[src/rtl/alu_ram_pkg.sv]
// -----------------------------------------------------------------------------
// alu_ram_pkg
// Shared definitions for the pipelined ALU + result-memory block:
//   - 4-bit opcode encodings
//   - bit positions of the {N,V,C,Z} flag vector
// -----------------------------------------------------------------------------
package alu_ram_pkg;

  localparam logic [3:0] OP_ADD   = 4'h0;
  localparam logic [3:0] OP_SUB   = 4'h1;
  localparam logic [3:0] OP_AND   = 4'h2;
  localparam logic [3:0] OP_OR    = 4'h3;
  localparam logic [3:0] OP_NOT   = 4'h4;
  localparam logic [3:0] OP_NAND  = 4'h5;
  localparam logic [3:0] OP_NOR   = 4'h6;
  localparam logic [3:0] OP_XOR   = 4'h7;
  localparam logic [3:0] OP_XNOR  = 4'h8;
  localparam logic [3:0] OP_INC   = 4'h9;
  localparam logic [3:0] OP_DEC   = 4'hA;
  localparam logic [3:0] OP_LEFT  = 4'hB;
  localparam logic [3:0] OP_RIGHT = 4'hC;
  localparam logic [3:0] OP_ARTH  = 4'hD;
  localparam logic [3:0] OP_MUL   = 4'hE;
  localparam logic [3:0] OP_PASSB = 4'hF;

  localparam int FLAG_Z = 0;
  localparam int FLAG_C = 1;
  localparam int FLAG_V = 2;
  localparam int FLAG_N = 3;

endpackage

[src/rtl/alu_ram_if.sv]
// -----------------------------------------------------------------------------
// alu_ram_if
// Bundles the op-input handshake, result handshake, read port and counter of
// alu_ram_pipe.
//   master : sequencer / consumer side (drives ops, out_ready, reads)
//   slave  : alu_ram_pipe side
// Parameters WIDTH (operand width) and DEPTH (memory entries), AW = $clog2(DEPTH).
// -----------------------------------------------------------------------------
interface alu_ram_if #(
  parameter int WIDTH = 8,
  parameter int DEPTH = 16
);
  localparam int AW = $clog2(DEPTH);

  logic               in_valid;
  logic               in_ready;
  logic [3:0]         opcode;
  logic [WIDTH-1:0]   opa;
  logic [WIDTH-1:0]   opb;
  logic               b_from_mem;
  logic [AW-1:0]      b_addr;
  logic [AW-1:0]      dst_addr;
  logic               wr_en;
  logic               out_valid;
  logic               out_ready;
  logic [2*WIDTH-1:0] result;
  logic [3:0]         flags;
  logic               rd_en;
  logic [AW-1:0]      rd_addr;
  logic [2*WIDTH-1:0] rd_data;
  logic [15:0]        op_count;

  modport master (
    output in_valid, opcode, opa, opb, b_from_mem, b_addr, dst_addr, wr_en,
           out_ready, rd_en, rd_addr,
    input  in_ready, out_valid, result, flags, rd_data, op_count
  );

  modport slave (
    input  in_valid, opcode, opa, opb, b_from_mem, b_addr, dst_addr, wr_en,
           out_ready, rd_en, rd_addr,
    output in_ready, out_valid, result, flags, rd_data, op_count
  );
endinterface

[src/rtl/alu_ram_core.sv]
// -----------------------------------------------------------------------------
// alu_ram_core
// Purely combinational ALU: (opcode_i, a_i, b_i) -> (result_o, flags_o).
//   opcode_i  4      operation select
//   a_i, b_i  WIDTH  operands
//   result_o  2*WIDTH packed result
//   flags_o   4      {N,V,C,Z}
// Optional build macro ALU_RAM_SAT_EN: ADD/INC clamp to all-ones, SUB/DEC clamp
// to zero; C still reports the raw carry/borrow.
// -----------------------------------------------------------------------------
module alu_ram_core
  import alu_ram_pkg::*;
#(
  parameter int WIDTH = 8
) (
  input  logic [3:0]         opcode_i,
  input  logic [WIDTH-1:0]   a_i,
  input  logic [WIDTH-1:0]   b_i,
  output logic [2*WIDTH-1:0] result_o,
  output logic [3:0]         flags_o
);
  localparam logic [WIDTH-1:0] ONES = {WIDTH{1'b1}};
  localparam logic [WIDTH-1:0] ZERO = {WIDTH{1'b0}};

  function automatic logic [2*WIDTH-1:0] zext(input logic [WIDTH-1:0] x);
    return {ZERO, x};
  endfunction

  // Extra top bit holds the carry (add) or borrow (subtract).
  logic [WIDTH:0] sum_s, diff_s, inc_s, dec_s;
  logic           add_v_s, sub_v_s, inc_v_s, dec_v_s;
  logic [2*WIDTH-1:0] res_s;
  logic           c_s, v_s;

  assign sum_s  = {1'b0, a_i} + {1'b0, b_i};
  assign diff_s = {1'b0, a_i} - {1'b0, b_i};
  assign inc_s  = {1'b0, a_i} + {{WIDTH{1'b0}}, 1'b1};
  assign dec_s  = {1'b0, a_i} - {{WIDTH{1'b0}}, 1'b1};

  // Signed overflow: operand signs vs. sign of the truncated result.
  assign add_v_s = (a_i[WIDTH-1] == b_i[WIDTH-1]) && (sum_s[WIDTH-1]  != a_i[WIDTH-1]);
  assign sub_v_s = (a_i[WIDTH-1] != b_i[WIDTH-1]) && (diff_s[WIDTH-1] != a_i[WIDTH-1]);
  assign inc_v_s = !a_i[WIDTH-1] &&  inc_s[WIDTH-1];
  assign dec_v_s =  a_i[WIDTH-1] && !dec_s[WIDTH-1];

  // Operation select: packed result plus carry and overflow.
  always_comb begin
    res_s = {(2*WIDTH){1'b0}};
    c_s   = 1'b0;
    v_s   = 1'b0;
    case (opcode_i)
      OP_ADD: begin
        c_s = sum_s[WIDTH];
        v_s = add_v_s;
`ifdef ALU_RAM_SAT_EN
        res_s = zext(sum_s[WIDTH] ? ONES : sum_s[WIDTH-1:0]);
`else
        res_s = {{(WIDTH-1){1'b0}}, sum_s};
`endif
      end
      OP_SUB: begin
        c_s = diff_s[WIDTH];
        v_s = sub_v_s;
`ifdef ALU_RAM_SAT_EN
        res_s = zext(diff_s[WIDTH] ? ZERO : diff_s[WIDTH-1:0]);
`else
        res_s = zext(diff_s[WIDTH-1:0]);
`endif
      end
      OP_INC: begin
        c_s = inc_s[WIDTH];
        v_s = inc_v_s;
`ifdef ALU_RAM_SAT_EN
        res_s = zext(inc_s[WIDTH] ? ONES : inc_s[WIDTH-1:0]);
`else
        res_s = zext(inc_s[WIDTH-1:0]);
`endif
      end
      OP_DEC: begin
        c_s = dec_s[WIDTH];
        v_s = dec_v_s;
`ifdef ALU_RAM_SAT_EN
        res_s = zext(dec_s[WIDTH] ? ZERO : dec_s[WIDTH-1:0]);
`else
        res_s = zext(dec_s[WIDTH-1:0]);
`endif
      end
      OP_AND:   res_s = zext(a_i & b_i);
      OP_OR:    res_s = zext(a_i | b_i);
      OP_NOT:   res_s = {~a_i, ~b_i};
      OP_NAND:  res_s = zext(~(a_i & b_i));
      OP_NOR:   res_s = zext(~(a_i | b_i));
      OP_XOR:   res_s = zext(a_i ^ b_i);
      OP_XNOR:  res_s = zext(~(a_i ^ b_i));
      OP_LEFT: begin
        res_s = {a_i[WIDTH-2:0], 1'b0, b_i[WIDTH-2:0], 1'b0};
        c_s   = a_i[WIDTH-1];
      end
      OP_RIGHT: begin
        res_s = {1'b0, a_i[WIDTH-1:1], 1'b0, b_i[WIDTH-1:1]};
        c_s   = a_i[0];
      end
      OP_ARTH: begin
        res_s = zext({a_i[WIDTH-1], a_i[WIDTH-1:1]});
        c_s   = a_i[0];
      end
      OP_MUL:   res_s = a_i * b_i;
      OP_PASSB: res_s = zext(b_i);
      default:  res_s = {(2*WIDTH){1'b0}};
    endcase
  end

  // Flag vector assembly; N looks at the low-half sign bit.
  always_comb begin
    flags_o         = 4'b0000;
    flags_o[FLAG_Z] = (res_s == {(2*WIDTH){1'b0}});
    flags_o[FLAG_C] = c_s;
    flags_o[FLAG_V] = v_s;
    flags_o[FLAG_N] = res_s[WIDTH-1];
  end

  assign result_o = res_s;

endmodule

[src/rtl/alu_ram_pipe.sv]
// -----------------------------------------------------------------------------
// alu_ram_pipe
// 1-deep pipelined ALU with a DEPTH-entry result memory.
//   clk, rst_n : clock (posedge) and synchronous active-low reset
//   bus        : alu_ram_if.slave -- op handshake (in_valid/in_ready), result
//                handshake (out_valid/out_ready, result, flags), read port
//                (rd_en/rd_addr/rd_data) and retired-op counter (op_count)
// An op accepted on one edge presents its result on out_valid; on the retire
// edge it is optionally written to mem[dst_addr]. Operand B can come from memory,
// bypassing the pending, not yet written, result.
// Optional build macro ALU_RAM_SAT_EN (saturating arithmetic, see alu_ram_core).
// -----------------------------------------------------------------------------
module alu_ram_pipe
  import alu_ram_pkg::*;
#(
  parameter int WIDTH = 8,
  parameter int DEPTH = 16
) (
  input logic      clk,
  input logic      rst_n,
  alu_ram_if.slave bus
);
  localparam int AW = $clog2(DEPTH);

  logic               out_valid_q, out_valid_d;
  logic [2*WIDTH-1:0] result_q, result_d;
  logic [3:0]         flags_q, flags_d;
  logic               pend_wr_q, pend_wr_d;
  logic [AW-1:0]      pend_dst_q, pend_dst_d;
  logic [15:0]        op_count_q, op_count_d;
  logic [2*WIDTH-1:0] rd_data_q, rd_data_d;
  logic [2*WIDTH-1:0] mem_q [DEPTH];

  logic               accept_s, retire_s, bypass_s;
  logic [WIDTH-1:0]   opb_s;
  logic [2*WIDTH-1:0] core_result_s;
  logic [3:0]         core_flags_s;

  assign bus.in_ready = rst_n && (!out_valid_q || bus.out_ready);
  assign accept_s     = bus.in_valid && bus.in_ready;
  assign retire_s     = out_valid_q && bus.out_ready;

  // The pending result has not reached memory yet, so forward it.
  assign bypass_s = out_valid_q && pend_wr_q && (bus.b_addr == pend_dst_q);

  // Operand B source: port, forwarded pending result, or memory.
  always_comb begin
    if (!bus.b_from_mem) begin
      opb_s = bus.opb;
    end else if (bypass_s) begin
      opb_s = result_q[WIDTH-1:0];
    end else begin
      opb_s = mem_q[bus.b_addr][WIDTH-1:0];
    end
  end

  alu_ram_core #(.WIDTH(WIDTH)) u_core (
    .opcode_i (bus.opcode),
    .a_i      (bus.opa),
    .b_i      (opb_s),
    .result_o (core_result_s),
    .flags_o  (core_flags_s)
  );

  // Next state: pipe register load/drain, counter, read port.
  always_comb begin
    out_valid_d = out_valid_q;
    result_d    = result_q;
    flags_d     = flags_q;
    pend_wr_d   = pend_wr_q;
    pend_dst_d  = pend_dst_q;
    if (accept_s) begin
      out_valid_d = 1'b1;
      result_d    = core_result_s;
      flags_d     = core_flags_s;
      pend_wr_d   = bus.wr_en;
      pend_dst_d  = bus.dst_addr;
    end else if (retire_s) begin
      out_valid_d = 1'b0;
    end else begin
      out_valid_d = out_valid_q;
    end
    op_count_d = retire_s ? (op_count_q + 16'd1) : op_count_q;
    rd_data_d  = bus.rd_en ? mem_q[bus.rd_addr] : rd_data_q;
  end

  // State registers with synchronous reset.
  always_ff @(posedge clk) begin
    if (!rst_n) begin
      out_valid_q <= 1'b0;
      result_q    <= {(2*WIDTH){1'b0}};
      flags_q     <= 4'b0000;
      pend_wr_q   <= 1'b0;
      pend_dst_q  <= {AW{1'b0}};
      op_count_q  <= 16'd0;
      rd_data_q   <= {(2*WIDTH){1'b0}};
    end else begin
      out_valid_q <= out_valid_d;
      result_q    <= result_d;
      flags_q     <= flags_d;
      pend_wr_q   <= pend_wr_d;
      pend_dst_q  <= pend_dst_d;
      op_count_q  <= op_count_d;
      rd_data_q   <= rd_data_d;
    end
  end

  // Write-back on retire; a reset edge drops the pending write.
  always_ff @(posedge clk) begin
    if (rst_n && retire_s && pend_wr_q) begin
      mem_q[pend_dst_q] <= result_q;
    end
  end

  assign bus.out_valid = out_valid_q;
  assign bus.result    = result_q;
  assign bus.flags     = flags_q;
  assign bus.rd_data   = rd_data_q;
  assign bus.op_count  = op_count_q;

endmodule

[src/flat_wrapper.sv]
// flat-port wrapper written by rule: the top's interface ports become plain ports
module alu_ram_pipe_flat import alu_ram_pkg::*;
#(
  parameter int WIDTH = 8,
  parameter int DEPTH = 16
)
  (clk, rst_n, bus_in_valid, bus_opcode, bus_opa, bus_opb, bus_b_from_mem, bus_b_addr, bus_dst_addr, bus_wr_en, bus_out_ready, bus_rd_en, bus_rd_addr, bus_in_ready, bus_out_valid, bus_result, bus_flags, bus_rd_data, bus_op_count);
  alu_ram_if #(.WIDTH(WIDTH), .DEPTH(DEPTH)) bus_i ();
  input logic clk;
  input logic rst_n;
  input wire logic [$bits(bus_i.in_valid)-1:0] bus_in_valid;
  input wire logic [$bits(bus_i.opcode)-1:0] bus_opcode;
  input wire logic [$bits(bus_i.opa)-1:0] bus_opa;
  input wire logic [$bits(bus_i.opb)-1:0] bus_opb;
  input wire logic [$bits(bus_i.b_from_mem)-1:0] bus_b_from_mem;
  input wire logic [$bits(bus_i.b_addr)-1:0] bus_b_addr;
  input wire logic [$bits(bus_i.dst_addr)-1:0] bus_dst_addr;
  input wire logic [$bits(bus_i.wr_en)-1:0] bus_wr_en;
  input wire logic [$bits(bus_i.out_ready)-1:0] bus_out_ready;
  input wire logic [$bits(bus_i.rd_en)-1:0] bus_rd_en;
  input wire logic [$bits(bus_i.rd_addr)-1:0] bus_rd_addr;
  output wire logic [$bits(bus_i.in_ready)-1:0] bus_in_ready;
  output wire logic [$bits(bus_i.out_valid)-1:0] bus_out_valid;
  output wire logic [$bits(bus_i.result)-1:0] bus_result;
  output wire logic [$bits(bus_i.flags)-1:0] bus_flags;
  output wire logic [$bits(bus_i.rd_data)-1:0] bus_rd_data;
  output wire logic [$bits(bus_i.op_count)-1:0] bus_op_count;
  assign bus_i.in_valid = bus_in_valid;
  assign bus_i.opcode = bus_opcode;
  assign bus_i.opa = bus_opa;
  assign bus_i.opb = bus_opb;
  assign bus_i.b_from_mem = bus_b_from_mem;
  assign bus_i.b_addr = bus_b_addr;
  assign bus_i.dst_addr = bus_dst_addr;
  assign bus_i.wr_en = bus_wr_en;
  assign bus_i.out_ready = bus_out_ready;
  assign bus_i.rd_en = bus_rd_en;
  assign bus_i.rd_addr = bus_rd_addr;
  assign bus_in_ready = bus_i.in_ready;
  assign bus_out_valid = bus_i.out_valid;
  assign bus_result = bus_i.result;
  assign bus_flags = bus_i.flags;
  assign bus_rd_data = bus_i.rd_data;
  assign bus_op_count = bus_i.op_count;
  alu_ram_pipe #(.WIDTH(WIDTH), .DEPTH(DEPTH)) u_core (.clk(clk), .rst_n(rst_n), .bus(bus_i));
endmodule
[config.mk]
export PLATFORM = sky130hd
export DESIGN_NAME = alu_ram_pipe_flat
export DESIGN_NICKNAME = d
export VERILOG_FILES = /design/src/rtl/alu_ram_pkg.sv /design/src/rtl/alu_ram_if.sv /design/src/rtl/alu_ram_core.sv /design/src/rtl/alu_ram_pipe.sv /design/src/flat_wrapper.sv
export SDC_FILE = /design/constraint.sdc
export NUM_CORES = 1
export LEC_CHECK = 0
export CAP_MARGIN = 20
export CORE_MARGIN = 4
export CORE_UTILIZATION = 40
export DETAILED_ROUTE_END_ITERATION = 7
export PLACE_DENSITY = 0.65
export SLEW_MARGIN = 15
export SYNTH_ARGS = -nofsm -noshare
export SYNTH_HDL_FRONTEND = slang
export SYNTH_HIERARCHICAL = 1
export SYNTH_SLANG_ARGS = --single-unit
[constraint.sdc]
create_clock -name clk -period 18.9 [get_ports clk]
set_input_delay 2.835 -clock clk [delete_from_list [all_inputs] [get_ports clk]]
set_output_delay 2.835 -clock clk [all_outputs]
set_load 0.02 [all_outputs]
==> run_results.csv <==
group,metric,value,unit
detailed_routing,drt-total-wl,51500,um
die,ios,93,
die,coreArea,44300,um^2
layout,drive_above_1_share,0.152,
synth,yosys.area.top_type,"edfxtp_1",
synth,avgSynthCellArea,12.7,um^2
layout,fillers,3990,
grt,grt_use_total,0.209,
cts,cts_setup_buffers,0,
sta,relSlewSlack,0.257,
status,status,"finished clean",
placed_design,port-buffer-count,92,
die,die_area,48300,um^2
setup_path,setup.worst_path.end_class,"flip-flop",
min_path,min-delay-path-class,"flip-flop to flip-flop",
grt,gr-total-overflow,0,
placed_design,place_area,19300,um^2
setup_path,cp.required,19410,ps
synth,ys_seq_area_frac,0.493,
die,rows,77,
setup_path,worstReg2RegStart,"u_core/pend_dst_q[2]",
die,start_util,0.405,
power,power_density,90.2,nW/um^2
cts,cts.reportedPaths.clkPinSlew,70,ps
sta,setup_viol,0,
layout,nNetsFinal,1624,
min_path,hold_end,"u_core/bus.flags[3]",
synth,ys_seq_elements,314,
setup_path,crit_slowest_cell,"fa_1",
synth,synth_edf_count,256,
sta,worst_pin_slew,1110,ps
synth,synthFlopType,"edfxtp_1",
run,drv_cap,0,
sta,max_freq,107,MHz
setup_path,reg2reg_slack,12130,ps
cts,cts-root-buf,"clkbuf_16",
grt,grt_pass1_wl,76700,um
synth,ys_types,95,
grt,antenna_found_initial,2,
cts,clk_latency,570,ps
synth,ys_warn_count,6,
setup_path,cp-start-kind,"input pin",
setup_path,r2r_cells,23,
detailed_routing,vias_per_cell,5.97,
placed_design,gp_congestion,0.928,
synth,ys_top_cells_by_area,"edfxtp_1 (43%), mux4_2 (11%), dfxtp_1 (6.5%), ha_1 (4.5%), fa_1 (4.2%)",
cts,clkSinkCount,314,
power,vdd_drop_max,0.0652,mV
sta,period_share,0.497,
synth,synthArstFlopShare,0,
setup_path,cpMostUsedCell,"fa_1",
die,die_h,220,um
detailed_routing,wl_per_cell,24.5,um
sta,min_period,9380,ps
die,die_w,220,um
synth,synthCells,1413,
grt,grt_max_degree,65,
setup_path,rr_endpoint,"u_core/bus.flags[0]",
sta,fin_tns_setup,0,ps
cts,cts_buffer_depth,3,
synth,synth_largest_type_area_fraction,0.429,
detailed_routing,drt_iter0_markers,1282,
min_path,min_path_cells,2,
cts,numCtsBuffers,29,
cts,postCtsHoldBufs,0,
layout,final_cell_area,20300,um^2
cts,cts-resized-gates,0,
detailed_routing,first_pass_iters,5,
detailed_routing,postRouteAntennaNets,0,
detailed_routing,drc_errors,0,
min_path,worstHoldStart,"u_core/bus.flags[3]",
sta,slew_viol_final,0,
grt,grt_pass1_vias,12272,
sta,rsz0062_at_grt,"no",
detailed_routing,vias,12533,
synth,yosysMostFrequentCell,"edfxtp_1",
sta,finalClockSkew,10.3,ps
power,power_leakage,7.46,nW
cts,htreeDepth,1,
setup_path,path_class,"input pin to flip-flop",
setup_path,path_max_fanout,33,
synth,synth_fp_nets,1555,
placed_design,dp_hpwl,34300,um
layout,area_delta_synth_final,13.4,%
setup_path,arrival,9890,ps
cts,cts_tree,"built",
setup_path,max_stage_delay,550,ps
setup_path,critPathLaunch,"bus_b_addr[2]",
synth,ys_top_cells_by_count,"edfxtp_1 (256), nand2_1 (121), nor2_1 (108), mux4_2 (84), inv_1 (76)",
synth,syn_area,17900,um^2
sta,hold_violations,0,
==> critical path, delay by kind of cell <==
| family | cells | cell delay [ps] |
|---|---|---|
| buffers and inverters | 5 | 1270 |
| xor gates and xnor gates | 2 | 310 |
| AOI/OAI and AO/OA | 6 | 1740 |
| and+or+nand+nor | 7 | 1400 |
| adders and majority gates | 5 | 2290 |
==> worst max-delay path by stage <==
stage | end | slack [ps] | depth (start not counted)
after global placement | u_core/bus.flags[0] | 9150 | 25
after detailed placement | u_core/bus.flags[0] | 9030 | 25
after global routing | u_core/bus.flags[0] | 9180 | 25
final | u_core/bus.flags[0] | 9520 | 25
after CTS | u_core/bus.flags[0] | 9610 | 25
after floorplan | u_core/bus.flags[0] | 10280 | 25
==> where the power goes <==
| group | internal [mW] | switching [mW] |
|---|---|---|
| clock network | 0.332 | 0.257 |
| registers | 0.762 | 0.0207 |
| logic | 0.191 | 0.270 |
==> cells by family (layout without fill, tap and decap cells) <==
family | count (synthesis) | count (layout) | synth area share
xor gates and xnor gates | 27 | 27 | 0.0132
other | 0 | 2 | 0
muxes | 103 | 103 | 0.127
DFF | 314 | 314 | 0.493
adders and majority gates | 103 | 103 | 0.0878
AOI/OAI and AO/OA | 243 | 243 | 0.102
buffers and inverters | 177 | 269 | 0.0498
and+or+nand+nor | 446 | 446 | 0.127
==> sequential cells by signal, summed over array words and instances, names as in the netlist <==
register / count
u_core/mem_q: 256
u_core/bus.op_count: 16
u_core/bus.rd_data: 16
u_core/bus.result: 16
u_core/bus.flags: 4
u_core/pend_dst_q: 4
u_core/bus.out_valid: 1
u_core/pend_wr_q: 1
==> metal layers <==
metal  routed length [um]  up-vias  GRT usage
met2                25200      602      0.350
met4                 1450        0     0.0601
met5                    0        -          0
met1                20200     6315      0.284
li1                     -     5532          -
met3                 4580       84     0.0301
==> final cells by class <==
cell class	count	area (um^2)	share of cell area
Clock inverter	19	183	0.00898
Timing Repair Buffer	130	1190	0.0586
Sequential cell	314	8850	0.435
Clock buffer	35	798	0.0393
Antenna cell	2	5.00	0.000246
Tap cell	592	741	0.0364
Inverter	85	319	0.0157
Multi-Input combinational cell	922	8250	0.406
==> layout by cell type (no fill, tap or decap), types with 8 or more instances in the layout <==
cell               n
edfxtp_1         256
nand2_1          121
nor2_1            96
clkdlybuf4s50_1   88
mux4_2            84
inv_1             76
ha_1              65
dfxtp_1           58
nand3_1           42
fa_1              38
buf_4             37
a22o_1            36
clkbuf_16         29
a21oi_1           27
a22oi_1           24
o21ai_0           24
nor2b_1           20
nand2b_1          19
o21ai_1           19
nand3b_1          18
nor3_1            16
xor2_1            14
and3_1            14
xnor2_1           13
or2_2             12
nor2_2            12
clkinv_1          11
mux4_1            11
and2_1            11
or3_1             10
nand4_1            9
nor4_1             9
a31oi_1            9
o21a_1             9
o211ai_1           8
==> metrics by stage <==
stage / power, mW / std cells / util / hold WS [ps] / worst slack, ps
after floorplan: 1.12 / 1413 / - / 443 / 10280
after detailed placement: 1.25 / 2042 / 0.436 / 456 / 9030
after global placement: 1.25 / 2041 / 0.436 / 450 / 9150
after global routing: 1.92 / 2099 / 0.459 / 496 / 9180
final: 1.83 / 2099 / 0.459 / 467 / 9520
after CTS: 1.84 / 2096 / 0.458 / 470 / 9610
Power figures use the tool's default switching activity.
